File: src/rtl/rv32_ctrl_pkg.sv
// ---------------------------------------------------------------------------
// rv32_ctrl_pkg
// Shared definitions for the multicycle RV32I control unit: opcode and
// branch funct3 values, FSM state type, ALU operation encoding, datapath mux
// select encodings, trap causes, and the funct3/funct7 ALU decode helper.
// ---------------------------------------------------------------------------
package rv32_ctrl_pkg;

  localparam logic [6:0] OP_LOAD   = 7'b0000011;
  localparam logic [6:0] OP_STORE  = 7'b0100011;
  localparam logic [6:0] OP_RTYPE  = 7'b0110011;
  localparam logic [6:0] OP_ITYPE  = 7'b0010011;
  localparam logic [6:0] OP_BRANCH = 7'b1100011;
  localparam logic [6:0] OP_JAL    = 7'b1101111;
  localparam logic [6:0] OP_JALR   = 7'b1100111;
  localparam logic [6:0] OP_LUI    = 7'b0110111;
  localparam logic [6:0] OP_AUIPC  = 7'b0010111;

  localparam logic [2:0] F3_BEQ  = 3'b000;
  localparam logic [2:0] F3_BNE  = 3'b001;
  localparam logic [2:0] F3_BLT  = 3'b100;
  localparam logic [2:0] F3_BGE  = 3'b101;
  localparam logic [2:0] F3_BLTU = 3'b110;
  localparam logic [2:0] F3_BGEU = 3'b111;

  typedef enum logic [3:0] {
    S_FETCH, S_DECODE, S_MEM_ADR, S_MEM_READ, S_MEM_WB, S_MEM_WRITE,
    S_EXEC_R, S_EXEC_I, S_ALU_WB, S_BRANCH, S_JALR_ADR, S_JAL,
    S_LUI, S_AUIPC, S_TRAP
  } state_t;

  typedef enum logic [3:0] {
    ALU_ADD  = 4'b0000,
    ALU_SUB  = 4'b0001,
    ALU_AND  = 4'b0010,
    ALU_OR   = 4'b0011,
    ALU_XOR  = 4'b0100,
    ALU_SLT  = 4'b0101,
    ALU_SLTU = 4'b0110,
    ALU_SLL  = 4'b0111,
    ALU_SRL  = 4'b1000,
    ALU_SRA  = 4'b1001
  } alu_op_t;

  localparam logic [2:0] IMM_I = 3'b000;
  localparam logic [2:0] IMM_S = 3'b001;
  localparam logic [2:0] IMM_B = 3'b010;
  localparam logic [2:0] IMM_U = 3'b011;
  localparam logic [2:0] IMM_J = 3'b100;

  localparam logic [1:0] RES_ALU_OUT = 2'b00;
  localparam logic [1:0] RES_MEM     = 2'b01;
  localparam logic [1:0] RES_ALU     = 2'b10;

  localparam logic [1:0] SRC_A_PC     = 2'b00;
  localparam logic [1:0] SRC_A_OLD_PC = 2'b01;
  localparam logic [1:0] SRC_A_RS1    = 2'b10;
  localparam logic [1:0] SRC_A_ZERO   = 2'b11;

  localparam logic [1:0] SRC_B_RS2  = 2'b00;
  localparam logic [1:0] SRC_B_IMM  = 2'b01;
  localparam logic [1:0] SRC_B_FOUR = 2'b10;

  localparam logic [1:0] CAUSE_NONE    = 2'b00;
  localparam logic [1:0] CAUSE_ILLEGAL = 2'b01;
  localparam logic [1:0] CAUSE_TIMEOUT = 2'b10;

  // Immediate-form ALU ops reuse bit 30 as part of the immediate, so only
  // R-type may turn ADD into SUB; shifts always honour bit 30 for SRA.
  function automatic alu_op_t alu_decode(input logic [2:0] funct3,
                                         input logic       funct7_b5,
                                         input logic       is_rtype);
    alu_decode = ALU_ADD;
    case (funct3)
      3'b000: if (is_rtype && funct7_b5) alu_decode = ALU_SUB;
      3'b001: alu_decode = ALU_SLL;
      3'b010: alu_decode = ALU_SLT;
      3'b011: alu_decode = ALU_SLTU;
      3'b100: alu_decode = ALU_XOR;
      3'b101: alu_decode = funct7_b5 ? ALU_SRA : ALU_SRL;
      3'b110: alu_decode = ALU_OR;
      3'b111: alu_decode = ALU_AND;
      default: alu_decode = ALU_ADD;
    endcase
  endfunction

endpackage

File: src/rtl/mc_branch_eval.sv
// ---------------------------------------------------------------------------
// mc_branch_eval
// Resolves whether a conditional branch is taken from its funct3 and the
// datapath comparator flags, and flags the two funct3 values that are not
// valid branch conditions.
//   funct3             in  3  branch condition select
//   equal              in  1  rs1 == rs2
//   less_than          in  1  signed rs1 < rs2
//   less_than_unsigned in  1  unsigned rs1 < rs2
//   branch_correct     out 1  branch is taken
//   illegal            out 1  funct3 is 010 or 011
// ---------------------------------------------------------------------------
module mc_branch_eval
  import rv32_ctrl_pkg::*;
(
  input  logic [2:0] funct3,
  input  logic       equal,
  input  logic       less_than,
  input  logic       less_than_unsigned,
  output logic       branch_correct,
  output logic       illegal
);

  // Each condition is one comparator flag, possibly inverted.
  always_comb begin
    branch_correct = 1'b0;
    illegal        = 1'b0;
    case (funct3)
      F3_BEQ:  branch_correct = equal;
      F3_BNE:  branch_correct = !equal;
      F3_BLT:  branch_correct = less_than;
      F3_BGE:  branch_correct = !less_than;
      F3_BLTU: branch_correct = less_than_unsigned;
      F3_BGEU: branch_correct = !less_than_unsigned;
      default: illegal = 1'b1;
    endcase
  end

endmodule

File: src/rtl/multicycle_decoder.sv
// ---------------------------------------------------------------------------
// multicycle_decoder
// Moore-style control FSM for a multicycle RV32I datapath sharing one ALU and
// one memory port. Sequences fetch/decode/execute/writeback, handshakes with
// variable-latency memory, traps illegal opcodes and memory timeouts.
//   clk, reset           clock and asynchronous active-high reset
//   instruction          IR contents (valid from DECODE onward)
//   equal/less_than/less_than_unsigned  datapath comparator flags
//   mem_ready            memory completes the current request
//   mem_req/mem_write/mem_width/adr_src  memory request controls
//   ir_write/pc_write/reg_write          register enables
//   result_src/alu_src_a/alu_src_b/alu_control/immediate_control  datapath
//   instr_retired        one-cycle pulse per completed instruction
//   trap/trap_cause      sticky trap indication and reason
// ---------------------------------------------------------------------------
module multicycle_decoder
  import rv32_ctrl_pkg::*;
#(
  parameter int TIMEOUT_CYCLES  = 16,
  parameter bit TRAP_ON_ILLEGAL = 1'b1,
  parameter int TO_W            = 5
) (
  input  logic        clk,
  input  logic        reset,
  input  logic [31:0] instruction,
  input  logic        equal,
  input  logic        less_than,
  input  logic        less_than_unsigned,
  input  logic        mem_ready,
  output logic        mem_req,
  output logic        mem_write,
  output logic [2:0]  mem_width,
  output logic        adr_src,
  output logic        ir_write,
  output logic        pc_write,
  output logic        reg_write,
  output logic [1:0]  result_src,
  output logic [1:0]  alu_src_a,
  output logic [1:0]  alu_src_b,
  output logic [3:0]  alu_control,
  output logic [2:0]  immediate_control,
  output logic        instr_retired,
  output logic        trap,
  output logic [1:0]  trap_cause
);

  state_t            state;
  state_t            next_state;
  logic [TO_W-1:0]   watchdog;
  logic [1:0]        next_cause;
  logic              timeout;
  logic              decode_illegal;
  logic              branch_correct;
  logic              branch_illegal;
  logic              pc_write_reg;
  logic              retire_reg;

  logic              nxt_mem_req, nxt_mem_write, nxt_adr_src, nxt_reg_write;
  logic              nxt_pc_write, nxt_retire, nxt_trap;
  logic [2:0]        nxt_mem_width, nxt_imm;
  logic [1:0]        nxt_result_src, nxt_src_a, nxt_src_b;
  logic [3:0]        nxt_alu;

  logic [6:0] opcode;
  logic [2:0] funct3;
  logic       funct7_b5;
  logic       unused_instr_bits;

  assign opcode    = instruction[6:0];
  assign funct3    = instruction[14:12];
  assign funct7_b5 = instruction[30];
  assign unused_instr_bits = ^{instruction[31], instruction[29:15], instruction[11:7]};

  mc_branch_eval u_branch_eval (
    .funct3             (funct3),
    .equal              (equal),
    .less_than          (less_than),
    .less_than_unsigned (less_than_unsigned),
    .branch_correct     (branch_correct),
    .illegal            (branch_illegal)
  );

  // The watchdog fires on the last allowed waiting cycle; a simultaneous
  // mem_ready is a completion, so it suppresses the timeout.
  assign timeout = (TIMEOUT_CYCLES != 0) && mem_req && !mem_ready &&
                   (watchdog == TO_W'(TIMEOUT_CYCLES - 1));

  // Opcodes outside RV32I, plus branches with a reserved funct3, are illegal.
  always_comb begin
    case (opcode)
      OP_LOAD, OP_STORE, OP_RTYPE, OP_ITYPE,
      OP_JAL, OP_JALR, OP_LUI, OP_AUIPC: decode_illegal = 1'b0;
      OP_BRANCH:                         decode_illegal = branch_illegal;
      default:                           decode_illegal = 1'b1;
    endcase
  end

  // Next-state logic. Memory states only advance when a request is actually
  // being presented, so a stray mem_ready right after reset is ignored.
  always_comb begin
    next_state = state;
    next_cause = trap_cause;
    case (state)
      S_FETCH: begin
        if (mem_req && mem_ready) next_state = S_DECODE;
        else if (timeout) begin
          next_state = S_TRAP;
          next_cause = CAUSE_TIMEOUT;
        end
      end
      S_DECODE: begin
        if (decode_illegal) begin
          if (TRAP_ON_ILLEGAL) begin
            next_state = S_TRAP;
            next_cause = CAUSE_ILLEGAL;
          end else begin
            next_state = S_FETCH;
          end
        end else begin
          case (opcode)
            OP_LOAD, OP_STORE: next_state = S_MEM_ADR;
            OP_RTYPE:          next_state = S_EXEC_R;
            OP_ITYPE:          next_state = S_EXEC_I;
            OP_BRANCH:         next_state = S_BRANCH;
            OP_JAL:            next_state = S_JAL;
            OP_JALR:           next_state = S_JALR_ADR;
            OP_LUI:            next_state = S_LUI;
            OP_AUIPC:          next_state = S_AUIPC;
            default:           next_state = S_FETCH;
          endcase
        end
      end
      S_MEM_ADR:  next_state = (opcode == OP_STORE) ? S_MEM_WRITE : S_MEM_READ;
      S_MEM_READ, S_MEM_WRITE: begin
        if (mem_req && mem_ready) next_state = (state == S_MEM_READ) ? S_MEM_WB : S_FETCH;
        else if (timeout) begin
          next_state = S_TRAP;
          next_cause = CAUSE_TIMEOUT;
        end
      end
      S_MEM_WB, S_ALU_WB, S_BRANCH:       next_state = S_FETCH;
      S_EXEC_R, S_EXEC_I, S_LUI, S_AUIPC: next_state = S_ALU_WB;
      S_JALR_ADR:                         next_state = S_JAL;
      S_JAL:                              next_state = S_ALU_WB;
      S_TRAP:                             next_state = S_TRAP;
      default:                            next_state = S_FETCH;
    endcase
  end

  // Output values for the state being entered; registering them makes every
  // strobe line up with its state and keeps them glitch-free.
  always_comb begin
    nxt_mem_req    = 1'b0;
    nxt_mem_write  = 1'b0;
    nxt_mem_width  = 3'b000;
    nxt_adr_src    = 1'b0;
    nxt_reg_write  = 1'b0;
    nxt_pc_write   = 1'b0;
    nxt_retire     = 1'b0;
    nxt_trap       = 1'b0;
    nxt_result_src = RES_ALU_OUT;
    nxt_src_a      = SRC_A_PC;
    nxt_src_b      = SRC_B_RS2;
    nxt_alu        = ALU_ADD;
    nxt_imm        = IMM_I;
    case (next_state)
      S_FETCH: begin
        nxt_mem_req    = 1'b1;
        nxt_src_b      = SRC_B_FOUR;
        nxt_result_src = RES_ALU;
      end
      S_DECODE: begin
        nxt_src_a = SRC_A_OLD_PC;
        nxt_src_b = SRC_B_IMM;
        nxt_imm   = IMM_B;
      end
      S_MEM_ADR: begin
        nxt_src_a = SRC_A_RS1;
        nxt_src_b = SRC_B_IMM;
        nxt_imm   = (opcode == OP_STORE) ? IMM_S : IMM_I;
      end
      S_MEM_READ: begin
        nxt_mem_req   = 1'b1;
        nxt_adr_src   = 1'b1;
        nxt_mem_width = funct3;
      end
      S_MEM_WRITE: begin
        nxt_mem_req   = 1'b1;
        nxt_mem_write = 1'b1;
        nxt_adr_src   = 1'b1;
        nxt_mem_width = funct3;
      end
      S_MEM_WB: begin
        nxt_result_src = RES_MEM;
        nxt_reg_write  = 1'b1;
        nxt_retire     = 1'b1;
      end
      S_EXEC_R: begin
        nxt_src_a = SRC_A_RS1;
        nxt_alu   = alu_decode(funct3, funct7_b5, 1'b1);
      end
      S_EXEC_I: begin
        nxt_src_a = SRC_A_RS1;
        nxt_src_b = SRC_B_IMM;
        nxt_alu   = alu_decode(funct3, funct7_b5, 1'b0);
      end
      S_ALU_WB: begin
        nxt_reg_write = 1'b1;
        nxt_retire    = 1'b1;
      end
      S_BRANCH: begin
        nxt_pc_write = branch_correct;
        nxt_retire   = 1'b1;
      end
      S_JALR_ADR: begin
        nxt_src_a = SRC_A_RS1;
        nxt_src_b = SRC_B_IMM;
      end
      S_JAL: begin
        nxt_src_a    = SRC_A_OLD_PC;
        nxt_src_b    = SRC_B_FOUR;
        nxt_pc_write = 1'b1;
      end
      S_LUI: begin
        nxt_src_a = SRC_A_ZERO;
        nxt_src_b = SRC_B_IMM;
        nxt_imm   = IMM_U;
      end
      S_AUIPC: begin
        nxt_src_a = SRC_A_OLD_PC;
        nxt_src_b = SRC_B_IMM;
        nxt_imm   = IMM_U;
      end
      S_TRAP:  nxt_trap = 1'b1;
      default: nxt_trap = 1'b0;
    endcase
  end

  // State, watchdog and registered strobes. Reset clears all strobes, so
  // the first FETCH cycle after release presents no request yet.
  always_ff @(posedge clk or posedge reset) begin
    if (reset) begin
      state             <= S_FETCH;
      watchdog          <= '0;
      trap_cause        <= CAUSE_NONE;
      mem_req           <= 1'b0;
      mem_write         <= 1'b0;
      mem_width         <= 3'b000;
      adr_src           <= 1'b0;
      reg_write         <= 1'b0;
      pc_write_reg      <= 1'b0;
      retire_reg        <= 1'b0;
      trap              <= 1'b0;
      result_src        <= RES_ALU_OUT;
      alu_src_a         <= SRC_A_PC;
      alu_src_b         <= SRC_B_RS2;
      alu_control       <= ALU_ADD;
      immediate_control <= IMM_I;
    end else begin
      state             <= next_state;
      watchdog          <= (mem_req && !mem_ready && !timeout) ? watchdog + TO_W'(1) : '0;
      trap_cause        <= next_cause;
      mem_req           <= nxt_mem_req;
      mem_write         <= nxt_mem_write;
      mem_width         <= nxt_mem_width;
      adr_src           <= nxt_adr_src;
      reg_write         <= nxt_reg_write;
      pc_write_reg      <= nxt_pc_write;
      retire_reg        <= nxt_retire;
      trap              <= nxt_trap;
      result_src        <= nxt_result_src;
      alu_src_a         <= nxt_src_a;
      alu_src_b         <= nxt_src_b;
      alu_control       <= nxt_alu;
      immediate_control <= nxt_imm;
    end
  end

  // Strobes tied to a memory completion must fire in the completing cycle,
  // so they combine the registered request with the live mem_ready.
  assign ir_write      = (state == S_FETCH) && mem_req && mem_ready;
  assign pc_write      = pc_write_reg || ir_write;
  assign instr_retired = retire_reg ||
                         ((state == S_MEM_WRITE) && mem_req && mem_ready) ||
                         ((state == S_DECODE) && decode_illegal && !TRAP_ON_ILLEGAL);

endmodule

File: config.mk
export PLATFORM = sky130hd
export DESIGN_NAME = multicycle_decoder
export DESIGN_NICKNAME = d
export VERILOG_FILES = /design/src/rtl/rv32_ctrl_pkg.sv /design/src/rtl/mc_branch_eval.sv /design/src/rtl/multicycle_decoder.sv
export SDC_FILE = /design/constraint.sdc
export NUM_CORES = 1
export LEC_CHECK = 0
export CAP_MARGIN = 40
export CELL_PAD_IN_SITES_DETAIL_PLACEMENT = 1
export CELL_PAD_IN_SITES_GLOBAL_PLACEMENT = 2
export CORE_AREA = 4 4 120 65
export CTS_CLUSTER_DIAMETER = 100
export DETAILED_ROUTE_END_ITERATION = 8
export DIE_AREA = 0 0 124 69
export GPL_TIMING_DRIVEN = 0
export PLACE_DENSITY = 0.83
export SYNTH_ARGS = -nofsm -noshare
export SYNTH_HDL_FRONTEND = slang
export SYNTH_SLANG_ARGS = --single-unit
File: constraint.sdc
create_clock -name clk -period 5.97 [get_ports clk]
set_clock_uncertainty 0.15 [all_clocks]
set_input_delay 1.194 -clock clk [delete_from_list [all_inputs] [get_ports clk]]
set_output_delay 1.194 -clock clk [all_outputs]
set_load 0.01 [all_outputs]
==> results of run 1 <==
## worst max-delay path, cell delays in order
cell and delay, ps:
clkdlybuf4s50_1 600, nand3_1 210, or3_1 500, nand2b_1 120, clkdlybuf4s50_1 540
## cells in the mapped netlist (all sizes together) (4+ instances only)
master and instances:
xor2 4, a21oi 7, nor3 6, o21ai 10
buf 10, nand2 17, xnor2 4, dfrtp 33
nand3 11, nor2 15, a31oi 4, inv 11
o22ai 4, nand2b 6, nor2b 8, nor3b 5
## cell families after synthesis
logic type | synth area share (%)
simple gates | 27.3
fa+ha+maj | 1.36
buf+inv | 6.87
mux | 1.09
xor+xnor | 3.81
other cells | 0.204
flops | 44.9
compound gates | 14.5
## metal layers
layer | track usage, % | vias up | routed length, um
li1 | - | 778 | -
met1 | 16.9 | 802 | 2320
met2 | 21.0 | 24 | 2410
met3 | 2.61 | 5 | 165
met4 | 3.64 | 0 | 62
met5 | 0 | - | 0
## final timing paths
kind	from	endpoint	slack [ps]	cells past startpoint
setup / recovery	mem_ready	pc_write	1460	5
min in group asynchronous	reset	immediate_control[0]	1120	2
hold / removal	watchdog[0]	watchdog[0]	320	1
max in group asynchronous	reset	alu_control[0]	4060	3
hold reg to reg	watchdog[0]	watchdog[0]	320	1
setup reg to reg	watchdog[0]	alu_control[3]	3170	10
## metrics by stage
step | hold WS, ps | std cells | total power, mW | setup slack [ps]
floorplan | 283 | 196 | 0.723 | 2800
global placement | 297 | 326 | 0.922 | 1450
detailed placement | 325 | 327 | 0.939 | 1460
CTS | 332 | 335 | 1.24 | 1450
global route | 361 | 335 | 1.33 | 1360
finish | 325 | 335 | 1.23 | 1460
## placed cells by master, fill, tap and decap left out, types with 2 or more instances in the layout
| master | count |
|---|---|
| clkdlybuf4s50_1 | 38 |
| dfrtp_1 | 33 |
| nand2_1 | 17 |
| nor2_1 | 15 |
| nand3_1 | 10 |
| inv_1 | 8 |
| o21ai_0 | 8 |
| nor2b_1 | 7 |
| a21oi_1 | 7 |
| nand2b_1 | 6 |
| nor3_1 | 6 |
| clkbuf_16 | 5 |
| buf_2 | 4 |
| buf_4 | 4 |
| xnor2_1 | 4 |
| xor2_1 | 4 |
| o22ai_1 | 4 |
| a31oi_1 | 4 |
| nor3b_1 | 4 |
| nand3b_1 | 3 |
| inv_2 | 3 |
| clkbuf_1 | 2 |
| buf_6 | 2 |
| and3_1 | 2 |
| nor4bb_1 | 2 |
| a311oi_1 | 2 |
| o21ai_1 | 2 |
| o311ai_1 | 2 |
| mux2i_1 | 2 |
| or3_1 | 2 |
| ha_1 | 2 |
## power by group through the flow
| stage | clock network, mW | registers, mW | logic, mW |
|---|---|---|---|
| CTS | 0.302 | 0.313 | 0.629 |
| global route | 0.313 | 0.319 | 0.701 |
| global placement | 0 | 0.314 | 0.608 |
| floorplan | 0 | 0.329 | 0.394 |
| finish | 0.298 | 0.312 | 0.625 |
| detailed placement | 0 | 0.316 | 0.623 |
## final cells by class
type                       instances  area (um2)
fill                             756        4060
multi-input combinational        139         888
sequential                        33         826
timing repair buffer              39         408
clock buffer                       5         125
tap                               92         115
buffer                            13        85.1
clock inverter                     3        46.3
inverter                          11        41.3
==> run metrics, run 1 <==
RSZ-0062 raised after global routing=no; largest net degree at the start of global routing=23; Clock Tree Buf Depth=2; ys async rst share=100%; ratio of cells with drive above 1 in the final layout=13.2%; Placement Cell Area=2360 um2; Final Wtd Congestion=0.847; fmax=0.222 GHz; Pre-antenna DRT Iters=4; final hold violation count=0; Starting Density=27.9%; Design Area, Final=2530 um2; WS Path Type=in2out; Worst Path Required=4630 ps; Synth Flop Type=dfrtp_1; fin util=38.4%; initial antenna violation count=0; n_diodes=0; Die Y-Extent=69 um; top cell type's share of synthesized area=44.9%; CP endpoint kind=output pin; Worst-Margin Slew=556 ps; Leak Pwr=1.09 nW; Initial DRC Count=77; Logic pwr share=50.7%; Clk Latency, worst-skew pair=280 ps; IO Pins=64; run status=complete, no violations; post-DP HPWL=3880 um; Post-Syn Nets=236; VDD IR-drop max=0.000171 V; clock share of power=24.1%; crit path DAT=3170 ps; Netlist Area Pre-Place=1840 um2; Max-cap violations=0; crit-path max FO=8; sequential area share after synthesis=44.9%; vias in the first global route=1,747; Reg clk slew, reported paths=50 ps; number of synthesized register bits=33; Global Route Usage Sum=12.7%; max_slew headroom=62.9%; clk root buf=clkbuf_16; # setup viols final=0; biggest regs=watchdog: 5 flops, alu_control: 4 flops, state: 4 flops; Largest Register=watchdog; Switching Fraction=39.2%; nets=282; PD cells=487 nW/um2; post-synth top area cell=dfrtp_1; Setup TNS Final=0 ps; core area=6600 um2; max reg flops=5; row count=21; WL final=4950 um; fin crit share=75.6%; YS warnings=0; Die ar.=8560 um2; Setup Buffers After CTS=0; total congestion overflow=0; # resized after CTS=0; fin crit period=4510 ps; ranking of synthesized cells by area=dfrtp_1 (45%), nand2_1 (3.5%), nor2_1 (3.1%); routed length per placed instance=14.8 um; Post-synth EDFFs=0; Syn Area/Cell=9.39 um2; Syn-to-layout area delta=37.7%; clock sink count=33; vias per cell=4.80; Hold WC Path Type=reg2reg; CTS Buf Count=5; Final ANT Viol Nets=0; fin. max-slew vios=0; Switch Pwr=0.484 mW; Post-CTS Hold Buffers=0; CTS H-tree depth=2; CTS tree=done; Mapped Cells=196; DR vias=1,609; P_int=0.750 mW; sequential power share=25.2%; Critical Path Start Type=input pin; Distinct cells, synth=54; first-pass GRT wire length=8800 um; Port Buffers=38; DRC=0; Die W=124 um
No activity file was read; power rests on OpenSTA's default activity.
==> inputs of run 2 (changes only) <==
- CORE_AREA: 4 4 120 65 -> 4 4 124 67
- DIE_AREA: 0 0 124 69 -> 0 0 128 71
- PLACE_DENSITY: 0.83 -> 0.79
- clock period: 5.97 -> 4.18 ns (I/O delays scaled with it)
==> run metrics, run 2 (synthesized netlist as in run 1, its figures left out) <==
Filler Cells Inserted=836 (was 756); core area=7160 um2 (was 6600 um2); CP max-delay cell=clkdlybuf4s50_1 (unchanged); clk root buf=clkbuf_16 (unchanged); fin. max-slew vios=0 (unchanged); Die ar.=9090 um2 (was 8560 um2); commonest non-fill, non-tap cell in the layout=clkdlybuf4s50_1 (unchanged); VDD IR-drop max=0.000235 V (was 0.000171 V); worst flop-to-flop path endpoint=mem_width[0] (was alu_control[3]); fin crit period=3920 ps; Worst path most repeated cell=clkdlybuf4s50_1 (unchanged); Leak Pwr=1.09 nW (about the same); DR vias=1,587 (was 1,609); CTS H-tree depth=2 (unchanged); CP Launch Point=mem_ready (unchanged); dpl cells=331 (was 327); flop2flop setup slack=1390 ps (was 3170 ps); Initial DRC Count=55 (was 77); ratio of cells with drive above 1 in the final layout=12.8% (was 13.2%); crit path cell chain=clkdlybuf4s50_1 -> nand3_1 -> or3_1 -> nand2b_1 -> clkdlybuf4s50_1 (unchanged); Reg clk slew, reported paths=50 ps (about the same); end of the critical path=pc_write (unchanged); Buffers & Inverters on Critical Path=2 (unchanged); Final ANT Viol Nets=0 (unchanged); post-DP HPWL=4100 um (was 3880 um); crit-path max FO=8 (unchanged); Pre-antenna DRT Iters=4 (unchanged); largest net degree at the start of global routing=22 (was 23); DRC=0 (unchanged); Clock Tree Buf Depth=2 (unchanged); Critical Path Start Type=input pin (unchanged); Post-CTS Hold Buffers=0 (unchanged); Final Wtd Congestion=0.807 (was 0.847); CTS Buf Count=5 (unchanged); Largest Register=watchdog (unchanged); critical path depth in cells=5 (unchanged); most frequent cells in the layout=clkdlybuf4s50_1 (38), dfrtp_1 (33), nand2_1 (17) (unchanged); first-pass GRT wire length=8720 um (was 8800 um); max reg flops=5 (unchanged); Hold WC Path Type=reg2reg (unchanged); n_diodes=0 (unchanged); Setup Buffers After CTS=0 (unchanged); Worst-Margin Slew=586 ps (was 556 ps); delay-heaviest family, CP=buffers and inverters (unchanged); Port Buffers=38 (unchanged); initial antenna violation count=0 (unchanged); WL final=5300 um (was 4950 um); routed length per placed instance=15.6 um (was 14.8 um); fmax=0.255 GHz; final hold violation count=0 (unchanged); CP endpoint kind=output pin (unchanged); Worst Path Required=3190 ps (was 4630 ps); fin crit share=93.8%; Starting Density=25.7% (was 27.9%); CTS tree=done (unchanged); max_slew headroom=60.9% (was 62.9%); Die Y-Extent=71 um (was 69 um); vias in the first global route=1,673 (was 1,747); reg2reg path depth=10 (unchanged); Reg area=826 um2 (unchanged); run status=complete, no violations (unchanged); Design Area, Final=2540 um2 (was 2530 um2); vias per cell=4.68 (was 4.80); biggest regs=watchdog: 5 flops, alu_control: 4 flops, state: 4 flops (unchanged); fin util=35.5% (was 38.4%); # resized after CTS=0 (unchanged); row count=22 (was 21); RSZ-0062 raised after global routing=no (unchanged); worst slack, placed=331 ps (was 1460 ps); Clk Latency, worst-skew pair=280 ps (about the same); multi-input gate area in the final layout=888 um2 (unchanged); Setup TNS Final=0 ps (unchanged); slowest stage delay, CP=640 ps (was 600 ps); setup slack after layout=261 ps (was 1460 ps); PD cells=706 nW/um2 (was 487 nW/um2); Max-cap violations=0 (unchanged); Placement Cell Area=2370 um2 (was 2360 um2); WS Path Type=in2out (unchanged); IO Pins=64 (unchanged); # setup viols final=0 (unchanged); clock sink count=33 (unchanged); Non-Filler Instances=339 (was 335); nets=282 (unchanged); Die W=128 um (was 124 um); Syn-to-layout area delta=38.1% (was 37.7%); crit path DAT=2930 ps (was 3170 ps); RR Startpoint=watchdog[0] (unchanged); total congestion overflow=0 (unchanged); Global Route Usage Sum=12.3% (was 12.7%)
## run 2: cell count changes in the layout (fill, tap and decap cells not counted), sizes merged
cell,previous run,this run
clkbuf,8,10
clkinvlp,1,0
clkinv,1,0
## run 2: metal layers
layer | track usage (%) | routed length, um | up-vias
met5 | 0 | 0 | -
met4 | 1.76 | 27 | 0
met3 | 5.20 | 326 | 4
met2 | 15.7 | 1960 | 36
met1 | 19.2 | 2990 | 770
li1 | - | - | 777
## run 2: power by group
group	internal (mW)	switching, mW
sequential	0.407	0.0391
combinational	0.383	0.536
clock	0.297	0.130
total	1.09	0.706
## run 2: worst min-delay path by stage
stage / endpoint / startpoint / cells past startpoint
3_5_place_dp: watchdog[0] / watchdog[0] / 1
5_1_grt: watchdog[0] / watchdog[0] / 1
2_1_floorplan: watchdog[0] / watchdog[0] / 1
6_report: watchdog[0] / watchdog[0] / 1
3_3_place_gp: watchdog[0] / watchdog[0] / 1
4_1_cts: watchdog[0] / watchdog[0] / 1
## run 2: layout make-up
type	count	area share, %
multi-input combinational	139	35.0
sequential	33	32.5
timing repair buffer	39	16.1
clock buffer	7	5.61
tap	96	4.73
buffer	13	3.35
inverter	11	1.62
clock inverter	1	1.18
## run 2: through the flow
stage                     total power, mW  hold WS (ps)
after global routing                 1.92           337
final                                1.79           316
after detailed placement             1.36           318
after global placement               1.34           304
after CTS                            1.80           325
after floorplan                      1.03           283
